### src/rtl/riscv_ctrl_pkg.sv
// riscv_ctrl_pkg: shared encodings for the multicycle RV32I control path.
//   Opcode constants, FSM state enum, and the ImmSrc / ALUControl /
//   ResultSrc / ALUSrcA / ALUSrcB select encodings used by the controller,
//   immediate extender and datapath. imm_src() maps an opcode to its
//   immediate format.
package riscv_ctrl_pkg;

    localparam logic [6:0] OP_LOAD   = 7'b0000011;
    localparam logic [6:0] OP_STORE  = 7'b0100011;
    localparam logic [6:0] OP_RTYPE  = 7'b0110011;
    localparam logic [6:0] OP_ITYPE  = 7'b0010011;
    localparam logic [6:0] OP_JAL    = 7'b1101111;
    localparam logic [6:0] OP_JALR   = 7'b1100111;
    localparam logic [6:0] OP_BRANCH = 7'b1100011;
    localparam logic [6:0] OP_LUI    = 7'b0110111;

    typedef enum logic [3:0] {
        S_FETCH, S_DECODE, S_MEMADR, S_MEMREAD, S_MEMWB, S_MEMWRITE,
        S_EXECUTER, S_EXECUTEI, S_ALUWB, S_JAL, S_JALR1, S_JALR2,
        S_BRANCH, S_LUI
    } state_t;

    localparam logic [2:0] IMM_I = 3'b000;
    localparam logic [2:0] IMM_S = 3'b001;
    localparam logic [2:0] IMM_B = 3'b010;
    localparam logic [2:0] IMM_J = 3'b011;
    localparam logic [2:0] IMM_U = 3'b100;

    localparam logic [2:0] ALU_ADD = 3'b000;
    localparam logic [2:0] ALU_SUB = 3'b001;
    localparam logic [2:0] ALU_AND = 3'b010;
    localparam logic [2:0] ALU_OR  = 3'b011;
    localparam logic [2:0] ALU_SLT = 3'b101;

    localparam logic [1:0] RES_ALUOUT = 2'b00;
    localparam logic [1:0] RES_DATA   = 2'b01;
    localparam logic [1:0] RES_ALURES = 2'b10;
    localparam logic [1:0] RES_IMM    = 2'b11;

    localparam logic [1:0] SRCA_PC    = 2'b00;
    localparam logic [1:0] SRCA_OLDPC = 2'b01;
    localparam logic [1:0] SRCA_RS1   = 2'b10;

    localparam logic [1:0] SRCB_RS2   = 2'b00;
    localparam logic [1:0] SRCB_IMM   = 2'b01;
    localparam logic [1:0] SRCB_FOUR  = 2'b10;

    function automatic logic [2:0] imm_src(input logic [6:0] op);
        case (op)
            OP_STORE:  imm_src = IMM_S;
            OP_BRANCH: imm_src = IMM_B;
            OP_JAL:    imm_src = IMM_J;
            OP_LUI:    imm_src = IMM_U;
            default:   imm_src = IMM_I;
        endcase
    endfunction

endpackage

### src/rtl/alu_decoder.sv
// alu_decoder: combinational funct3/funct7 -> ALUControl mapping.
//   i_funct3   : instr[14:12]
//   i_funct7b5 : instr[30], only meaningful for R-type (sub vs add)
//   i_rtype    : 1 for register-register ops; I-type ignores funct7b5
//   o_alu_ctrl : ALUControl encoding
module alu_decoder
    import riscv_ctrl_pkg::*;
(
    input  logic [2:0] i_funct3,
    input  logic       i_funct7b5,
    input  logic       i_rtype,
    output logic [2:0] o_alu_ctrl
);

    always_comb begin
        case (i_funct3)
            3'b000:  o_alu_ctrl = (i_rtype && i_funct7b5) ? ALU_SUB : ALU_ADD;
            3'b010:  o_alu_ctrl = ALU_SLT;
            3'b110:  o_alu_ctrl = ALU_OR;
            3'b111:  o_alu_ctrl = ALU_AND;
            default: o_alu_ctrl = ALU_ADD;
        endcase
    end

endmodule

### src/rtl/multicycle_controller.sv
// multicycle_controller: Moore FSM control unit for the multicycle RV32I
// datapath.
//   Inputs : clk, rst (sync, active low), op/funct3/funct7b5 from the IR,
//            zero/neg ALU flags (used only in BRANCH).
//   Outputs: PCWrite, AdrSrc, MemWrite, IRWrite, RegWrite, ResultSrc,
//            ALUSrcA, ALUSrcB, ALUControl, ImmSrc, illegal_op.
// Outputs decode from the current state so the branch decision can use the
// ALU flags produced in that same cycle.
module multicycle_controller
    import riscv_ctrl_pkg::*;
(
    input  logic       clk,
    input  logic       rst,
    input  logic [6:0] op,
    input  logic [2:0] funct3,
    input  logic       funct7b5,
    input  logic       zero,
    input  logic       neg,
    output logic       PCWrite,
    output logic       AdrSrc,
    output logic       MemWrite,
    output logic       IRWrite,
    output logic       RegWrite,
    output logic [1:0] ResultSrc,
    output logic [1:0] ALUSrcA,
    output logic [1:0] ALUSrcB,
    output logic [2:0] ALUControl,
    output logic [2:0] ImmSrc,
    output logic       illegal_op
);

    state_t     r_state;
    state_t     w_st;
    state_t     w_next;
    logic [2:0] w_alu_dec;
    logic       w_taken;

    alu_decoder u_alu_dec (
        .i_funct3   (funct3),
        .i_funct7b5 (funct7b5),
        .i_rtype    (r_state == S_EXECUTER),
        .o_alu_ctrl (w_alu_dec)
    );

    always_ff @(posedge clk) begin
        if (!rst) r_state <= S_FETCH;
        else      r_state <= w_next;
    end

    assign ImmSrc = imm_src(op);

    always_comb begin
        case (funct3)
            3'b000:  w_taken = zero;
            3'b001:  w_taken = !zero;
            3'b100:  w_taken = neg;
            3'b101:  w_taken = !neg;
            default: w_taken = 1'b0;
        endcase
    end

    always_comb begin
        // During reset the selects present FETCH so the datapath sees a
        // benign configuration; enables are gated off below.
        w_st       = rst ? r_state : S_FETCH;
        w_next     = S_FETCH;
        PCWrite    = 1'b0;
        AdrSrc     = 1'b0;
        MemWrite   = 1'b0;
        IRWrite    = 1'b0;
        RegWrite   = 1'b0;
        ResultSrc  = RES_ALUOUT;
        ALUSrcA    = SRCA_PC;
        ALUSrcB    = SRCB_RS2;
        ALUControl = ALU_ADD;
        illegal_op = 1'b0;
        case (w_st)
            S_FETCH: begin
                IRWrite   = 1'b1;
                PCWrite   = 1'b1;
                ALUSrcB   = SRCB_FOUR;
                ResultSrc = RES_ALURES;
                w_next    = S_DECODE;
            end
            S_DECODE: begin
                // Precompute OldPC+imm; branch and jal consume it from ALUOut.
                ALUSrcA = SRCA_OLDPC;
                ALUSrcB = SRCB_IMM;
                case (op)
                    OP_LOAD, OP_STORE: w_next = S_MEMADR;
                    OP_RTYPE:          w_next = S_EXECUTER;
                    OP_ITYPE:          w_next = S_EXECUTEI;
                    OP_JAL:            w_next = S_JAL;
                    OP_JALR:           w_next = S_JALR1;
                    OP_BRANCH:         w_next = S_BRANCH;
                    OP_LUI:            w_next = S_LUI;
                    default:           illegal_op = 1'b1;
                endcase
            end
            S_MEMADR: begin
                ALUSrcA = SRCA_RS1;
                ALUSrcB = SRCB_IMM;
                w_next  = (op == OP_STORE) ? S_MEMWRITE : S_MEMREAD;
            end
            S_MEMREAD: begin
                AdrSrc = 1'b1;
                w_next = S_MEMWB;
            end
            S_MEMWB: begin
                ResultSrc = RES_DATA;
                RegWrite  = 1'b1;
            end
            S_MEMWRITE: begin
                AdrSrc   = 1'b1;
                MemWrite = 1'b1;
            end
            S_EXECUTER: begin
                ALUSrcA    = SRCA_RS1;
                ALUControl = w_alu_dec;
                w_next     = S_ALUWB;
            end
            S_EXECUTEI: begin
                ALUSrcA    = SRCA_RS1;
                ALUSrcB    = SRCB_IMM;
                ALUControl = w_alu_dec;
                w_next     = S_ALUWB;
            end
            S_ALUWB: RegWrite = 1'b1;
            S_JAL: begin
                // PC <= target from ALUOut while the ALU forms the link value.
                ALUSrcA = SRCA_OLDPC;
                ALUSrcB = SRCB_FOUR;
                PCWrite = 1'b1;
                w_next  = S_ALUWB;
            end
            S_JALR1: begin
                ALUSrcA = SRCA_RS1;
                ALUSrcB = SRCB_IMM;
                w_next  = S_JALR2;
            end
            S_JALR2: begin
                ALUSrcA = SRCA_OLDPC;
                ALUSrcB = SRCB_FOUR;
                PCWrite = 1'b1;
                w_next  = S_ALUWB;
            end
            S_BRANCH: begin
                ALUSrcA    = SRCA_RS1;
                ALUControl = funct3[2] ? ALU_SLT : ALU_SUB;
                PCWrite    = w_taken;
            end
            S_LUI: begin
                ResultSrc = RES_IMM;
                RegWrite  = 1'b1;
            end
            default: w_next = S_FETCH;
        endcase
        if (!rst) begin
            PCWrite    = 1'b0;
            IRWrite    = 1'b0;
            RegWrite   = 1'b0;
            MemWrite   = 1'b0;
            illegal_op = 1'b0;
        end
    end

endmodule

### config.mk
export PLATFORM = sky130hd
export DESIGN_NAME = multicycle_controller
export DESIGN_NICKNAME = d
export VERILOG_FILES = /design/src/rtl/riscv_ctrl_pkg.sv /design/src/rtl/alu_decoder.sv /design/src/rtl/multicycle_controller.sv
export SDC_FILE = /design/constraint.sdc
export NUM_CORES = 1
export LEC_CHECK = 0
export ABC_AREA = 1
export CELL_PAD_IN_SITES_DETAIL_PLACEMENT = 1
export CELL_PAD_IN_SITES_GLOBAL_PLACEMENT = 1
export CORE_AREA = 2 2 45 47
export DETAILED_ROUTE_END_ITERATION = 10
export DIE_AREA = 0 0 47 49
export DONT_BUFFER_PORTS = 1
export GPL_ROUTABILITY_DRIVEN = 0
export PLACE_DENSITY = 0.79
export SLEW_MARGIN = 0
export SYNTH_ARGS = -nofsm -noshare
export SYNTH_HDL_FRONTEND = slang
export SYNTH_SLANG_ARGS = --single-unit
export TNS_END_PERCENT = 100
### constraint.sdc
create_clock -name clk -period 1.4 [get_ports clk]
set_input_delay 0.14 -clock clk [delete_from_list [all_inputs] [get_ports clk]]
set_output_delay 0.14 -clock clk [all_outputs]
set_load 0.01 [all_outputs]
==> results of run 1 <==
-- per-stage QoR --
| stage | hold WS, ns | setup WS [ns] | instances | TNS (ns) |
|---|---|---|---|---|
| 2_1_floorplan | 0.3725 | 0.3284 | 124 | 0 |
| 4_1_cts | 0.1165 | -0.006362 | 153 | -0.006362 |
| 5_1_grt | 0.1294 | -0.09991 | 158 | -0.6354 |
| 3_3_place_gp | 0.3751 | 0.2244 | 150 | 0 |
| 6_report | 0.1231 | -0.03773 | 158 | -0.1341 |
| 3_5_place_dp | 0.3729 | 0.1887 | 150 | 0 |
-- final cells by class --
class                   count  area share, %
multi-input cells          97          66.72
well taps                  27          4.030
repair buffers              5          4.478
clock buffers               3          2.687
flip-flops and latches      4          11.34
inverters                  22          10.75
-- final timing paths --
check,endpoint,slack [ns],from,cells past startpoint
worst max-delay path,ALUControl[2],-0.04,r_state[2],8
worst min-delay path,r_state[0],0.12,rst,2
worst max register to register,r_state[3],0.22,r_state[2],9
worst min register to register,r_state[0],0.62,r_state[2],3
-- logic make-up (layout without fill, tap and decap cells) --
| kind of cell | count (synthesis) | in the layout | synth area share (%) |
|---|---|---|---|
| simple gates | 83 | 83 | 60.60 |
| buf+inv | 23 | 30 | 14.07 |
| compound gates | 14 | 14 | 13.32 |
| flops | 4 | 4 | 12.01 |
-- cells in the final DEF (no fill, tap or decap) --
| cell | n |
|---|---|
| sky130_fd_sc_hd__a31oi_1 | 1 |
| sky130_fd_sc_hd__nor3_2 | 1 |
| sky130_fd_sc_hd__clkbuf_4 | 3 |
| sky130_fd_sc_hd__a21oi_1 | 2 |
| sky130_fd_sc_hd__o21ai_4 | 1 |
| sky130_fd_sc_hd__inv_2 | 4 |
| sky130_fd_sc_hd__nor2_2 | 6 |
| sky130_fd_sc_hd__nand2_4 | 4 |
| sky130_fd_sc_hd__buf_4 | 5 |
| sky130_fd_sc_hd__nand3_2 | 1 |
| sky130_fd_sc_hd__nand2_1 | 29 |
| sky130_fd_sc_hd__or2_2 | 1 |
| sky130_fd_sc_hd__nand3b_1 | 1 |
| sky130_fd_sc_hd__o21ai_0 | 4 |
| sky130_fd_sc_hd__nor3_1 | 3 |
| sky130_fd_sc_hd__nor2_1 | 17 |
| sky130_fd_sc_hd__a21oi_4 | 1 |
| sky130_fd_sc_hd__dfxtp_4 | 4 |
| sky130_fd_sc_hd__a21oi_2 | 1 |
| sky130_fd_sc_hd__nand3_1 | 9 |
| sky130_fd_sc_hd__o22ai_2 | 1 |
| sky130_fd_sc_hd__inv_4 | 3 |
| sky130_fd_sc_hd__nand2_2 | 4 |
| sky130_fd_sc_hd__nand4_1 | 2 |
| sky130_fd_sc_hd__nand3_4 | 1 |
| sky130_fd_sc_hd__o211ai_1 | 2 |
| sky130_fd_sc_hd__inv_1 | 15 |
| sky130_fd_sc_hd__o21ai_1 | 1 |
| sky130_fd_sc_hd__nor2_4 | 4 |
-- power breakdown --
group | internal (mW) | total [mW] | switching (mW) | leakage [nW]
logic | 0.0325 | 0.101 | 0.0686 | 0.373
clock network | 0.0963 | 0.150 | 0.0539 | 0.0138
registers | 0.112 | 0.117 | 0.00471 | 0.0355
total | 0.241 | 0.368 | 0.127 | 0.422
-- metal layers --
metal / vias to the layer above / GRT usage [%] / part of all wire (%)
li1: 405 / - / -
met1: 377 / 20.90 / 39
met2: 24 / 34.02 / 53
met3: 9 / 3.333 / 4.5
met4: 0 / 9.722 / 2.8
met5: - / 0 / 0
-- cell usage after synthesis (3+ instances only) --
cell / count
sky130_fd_sc_hd__nor2_1: 21
sky130_fd_sc_hd__nand3_1: 9
sky130_fd_sc_hd__nor2_2: 4
sky130_fd_sc_hd__nand2_2: 3
sky130_fd_sc_hd__inv_1: 15
sky130_fd_sc_hd__nor3_1: 3
sky130_fd_sc_hd__inv_2: 7
sky130_fd_sc_hd__o21ai_0: 5
sky130_fd_sc_hd__nand2_1: 32
sky130_fd_sc_hd__dfxtp_1: 4
-- repair_timing --
action | 4_1_cts | 5_1_grt
resized for setup | 9 | 18
pin swaps | 0 | 10
buffers inserted | 0 | 5
setup endpoints to repair | 6 | 7
gates cloned | 0 | 0
-- worst register-to-register path, stage by stage, from the launching register on --
cell and delay, ns:
sky130_fd_sc_hd__dfxtp_4 0.35, sky130_fd_sc_hd__inv_4 0.08, sky130_fd_sc_hd__nor2_4 0.06, sky130_fd_sc_hd__inv_4 0.06, sky130_fd_sc_hd__nor2_4 0.04, sky130_fd_sc_hd__nand2_4 0.09
sky130_fd_sc_hd__inv_4 0.05, sky130_fd_sc_hd__buf_4 0.12, sky130_fd_sc_hd__nor3_1 0.15, sky130_fd_sc_hd__nand2_1 0.07
==> impl_metrics.env, run 1 <==
export IMPL_ys_seq_area_share_pct=12.01
export IMPL_start_kind="flip-flop"
export IMPL_placement_rows=16
export IMPL_start_to_end_type_of_the_worst_setup_path="reg2out"
export IMPL_netlist_cell_types=24
export IMPL_ys_ff_latch=4
export IMPL_outcome="finished with violations"
export IMPL_max_stage_delay_ns=0.36
export IMPL_clock_sinks=4
export IMPL_synth_top_area_share_pct=18.01
export IMPL_vias=815
export IMPL_final_nets=148
export IMPL_finalClockSkew_ns=0.004497
export IMPL_area_growth_synth_to_final_pct=25.70
export IMPL_max_clock_path_buffers=2
export IMPL_antenna_found_initial=0
export IMPL_cts_htree_levels=1
export IMPL_synth_cells=124
export IMPL_worst_ir_drop_vdd_mv=0.2894
export IMPL_ios=33
export IMPL_power_density_nw_per_um2=439.4
export IMPL_wire_length_of_the_first_global_routing_pass_um=3215
export IMPL_critPathTopFamily="simple AND/OR/NAND/NOR gates"
export IMPL_io_buffer_count=0
export IMPL_iteration_0_drc_markers=4
export IMPL_asyncSetResetFlopFracSynth_pct=0
export IMPL_first_pass_iters=4
export IMPL_detailedPlacementHpwl_um=1612
export IMPL_ys_warnings_count=0
export IMPL_drv_max_cap_violation_count=0
export IMPL_layout_min_cycle_time_ns=1.438
export IMPL_die_y_um=49
export IMPL_core_area_sq_um=1842
export IMPL_timing_critical_path_arrival_ns=1.30
export IMPL_finalMaxSlewViolations=0
export IMPL_cts_hold_fix_buffers=0
export IMPL_routed_wirelength_um=2186
export IMPL_place_area_sq_um=689.4
export IMPL_failed_checks="negative setup slack"
export IMPL_fill_cells=267
export IMPL_initial_utilization_pct=36.21
export IMPL_syn_cell_area_sq_um=666.9
export IMPL_synth_top_flop_cell="sky130_fd_sc_hd__dfxtp_1"
export IMPL_reg_largest_list="r_state x4"
export IMPL_post_route_period_util_pct=102.7
export IMPL_power_uw=368.4
export IMPL_worstPathRequired_ns=1.26
export IMPL_timing_critical_path_slowest_stage_cell="sky130_fd_sc_hd__dfxtp_4"
export IMPL_report_final_setup_viol=6
export IMPL_post_route_cells_drive_above_1_share_pct=34.35
export IMPL_cts_buffers=3
export IMPL_path_buf_inv=3
export IMPL_worst_slew_pin_slew_ns=0.3364
export IMPL_multiInputGateArea_sq_um=559.3
export IMPL_largest_reg_flops=4
export IMPL_detail_route_vias_per_cell=5.158
export IMPL_final_antenna_net_count=0
export IMPL_drt_drc_violations_left=0
export IMPL_ff_latch_area_sq_um=95.09
export IMPL_syn_area_per_cell_sq_um=5.378
export IMPL_grt_max_degree=9
export IMPL_finalWorstSetupSlack_ns=-0.03773
export IMPL_cp_end_kind="primary output"
export IMPL_number_of_global_route_vias_before_repair=766
export IMPL_critPathMostFrequentCell="sky130_fd_sc_hd__inv_4"
export IMPL_timing_fmax_mhz=695.5
export IMPL_hold_path_class="in2reg"
export IMPL_synth_enable_flop_cells=0
export IMPL_cp_cell_sequence="inv_4, nor2_4, inv_4, nor2_4, nand2_4, inv_4, nand3_4, o21ai_4"
export IMPL_final_core_utilization_pct=45.52
export IMPL_synth_area_top_cells="sky130_fd_sc_hd__nand2_1, sky130_fd_sc_hd__dfxtp_1, sky130_fd_sc_hd__nor2_1"
export IMPL_grt_overflow=0
export IMPL_diodes=0
export IMPL_clock_insertion_delay_worst_skew_ns=0.24
export IMPL_static_leakage_power_nw=0.4220
export IMPL_synth_top_area_cell="sky130_fd_sc_hd__nand2_1"
export IMPL_clkTransAtPathRegs_ns=0.04
export IMPL_clock_tree_root_cell="sky130_fd_sc_hd__clkbuf_4"
export IMPL_timing_final_hold_violations=0
export IMPL_route_detailed_wl_per_inst_um=13.84
export IMPL_synth_fp_nets=139
export IMPL_grt_usage_pct=19.37
export IMPL_die_x_um=47
export IMPL_largest_register="r_state"
export IMPL_rsz0062_at_grt="true"
export IMPL_tritoncts="built"
export IMPL_overall_die_area_sq_um=2303
export IMPL_finished_layout_cell_area_sq_um=838.3
export IMPL_max_slew_margin_rel_pct=77.34
export IMPL_largest_driver_fanout_on_the_critical_path=3
Power figures use the tool's default switching activity.
==> inputs of run 2 (changes only) <==
--- a/config.mk
+++ b/config.mk
@@ -14,7 +14,7 @@
 export DONT_BUFFER_PORTS = 1
 export GPL_ROUTABILITY_DRIVEN = 0
 export PLACE_DENSITY = 0.79
-export SLEW_MARGIN = 0
+export SLEW_MARGIN = 20
 export SYNTH_ARGS = -nofsm -noshare
 export SYNTH_HDL_FRONTEND = slang
 export SYNTH_SLANG_ARGS = --single-unit
==> results of run 2 <==
No change in the layout: final DEF, timing and power equal those of run 1.
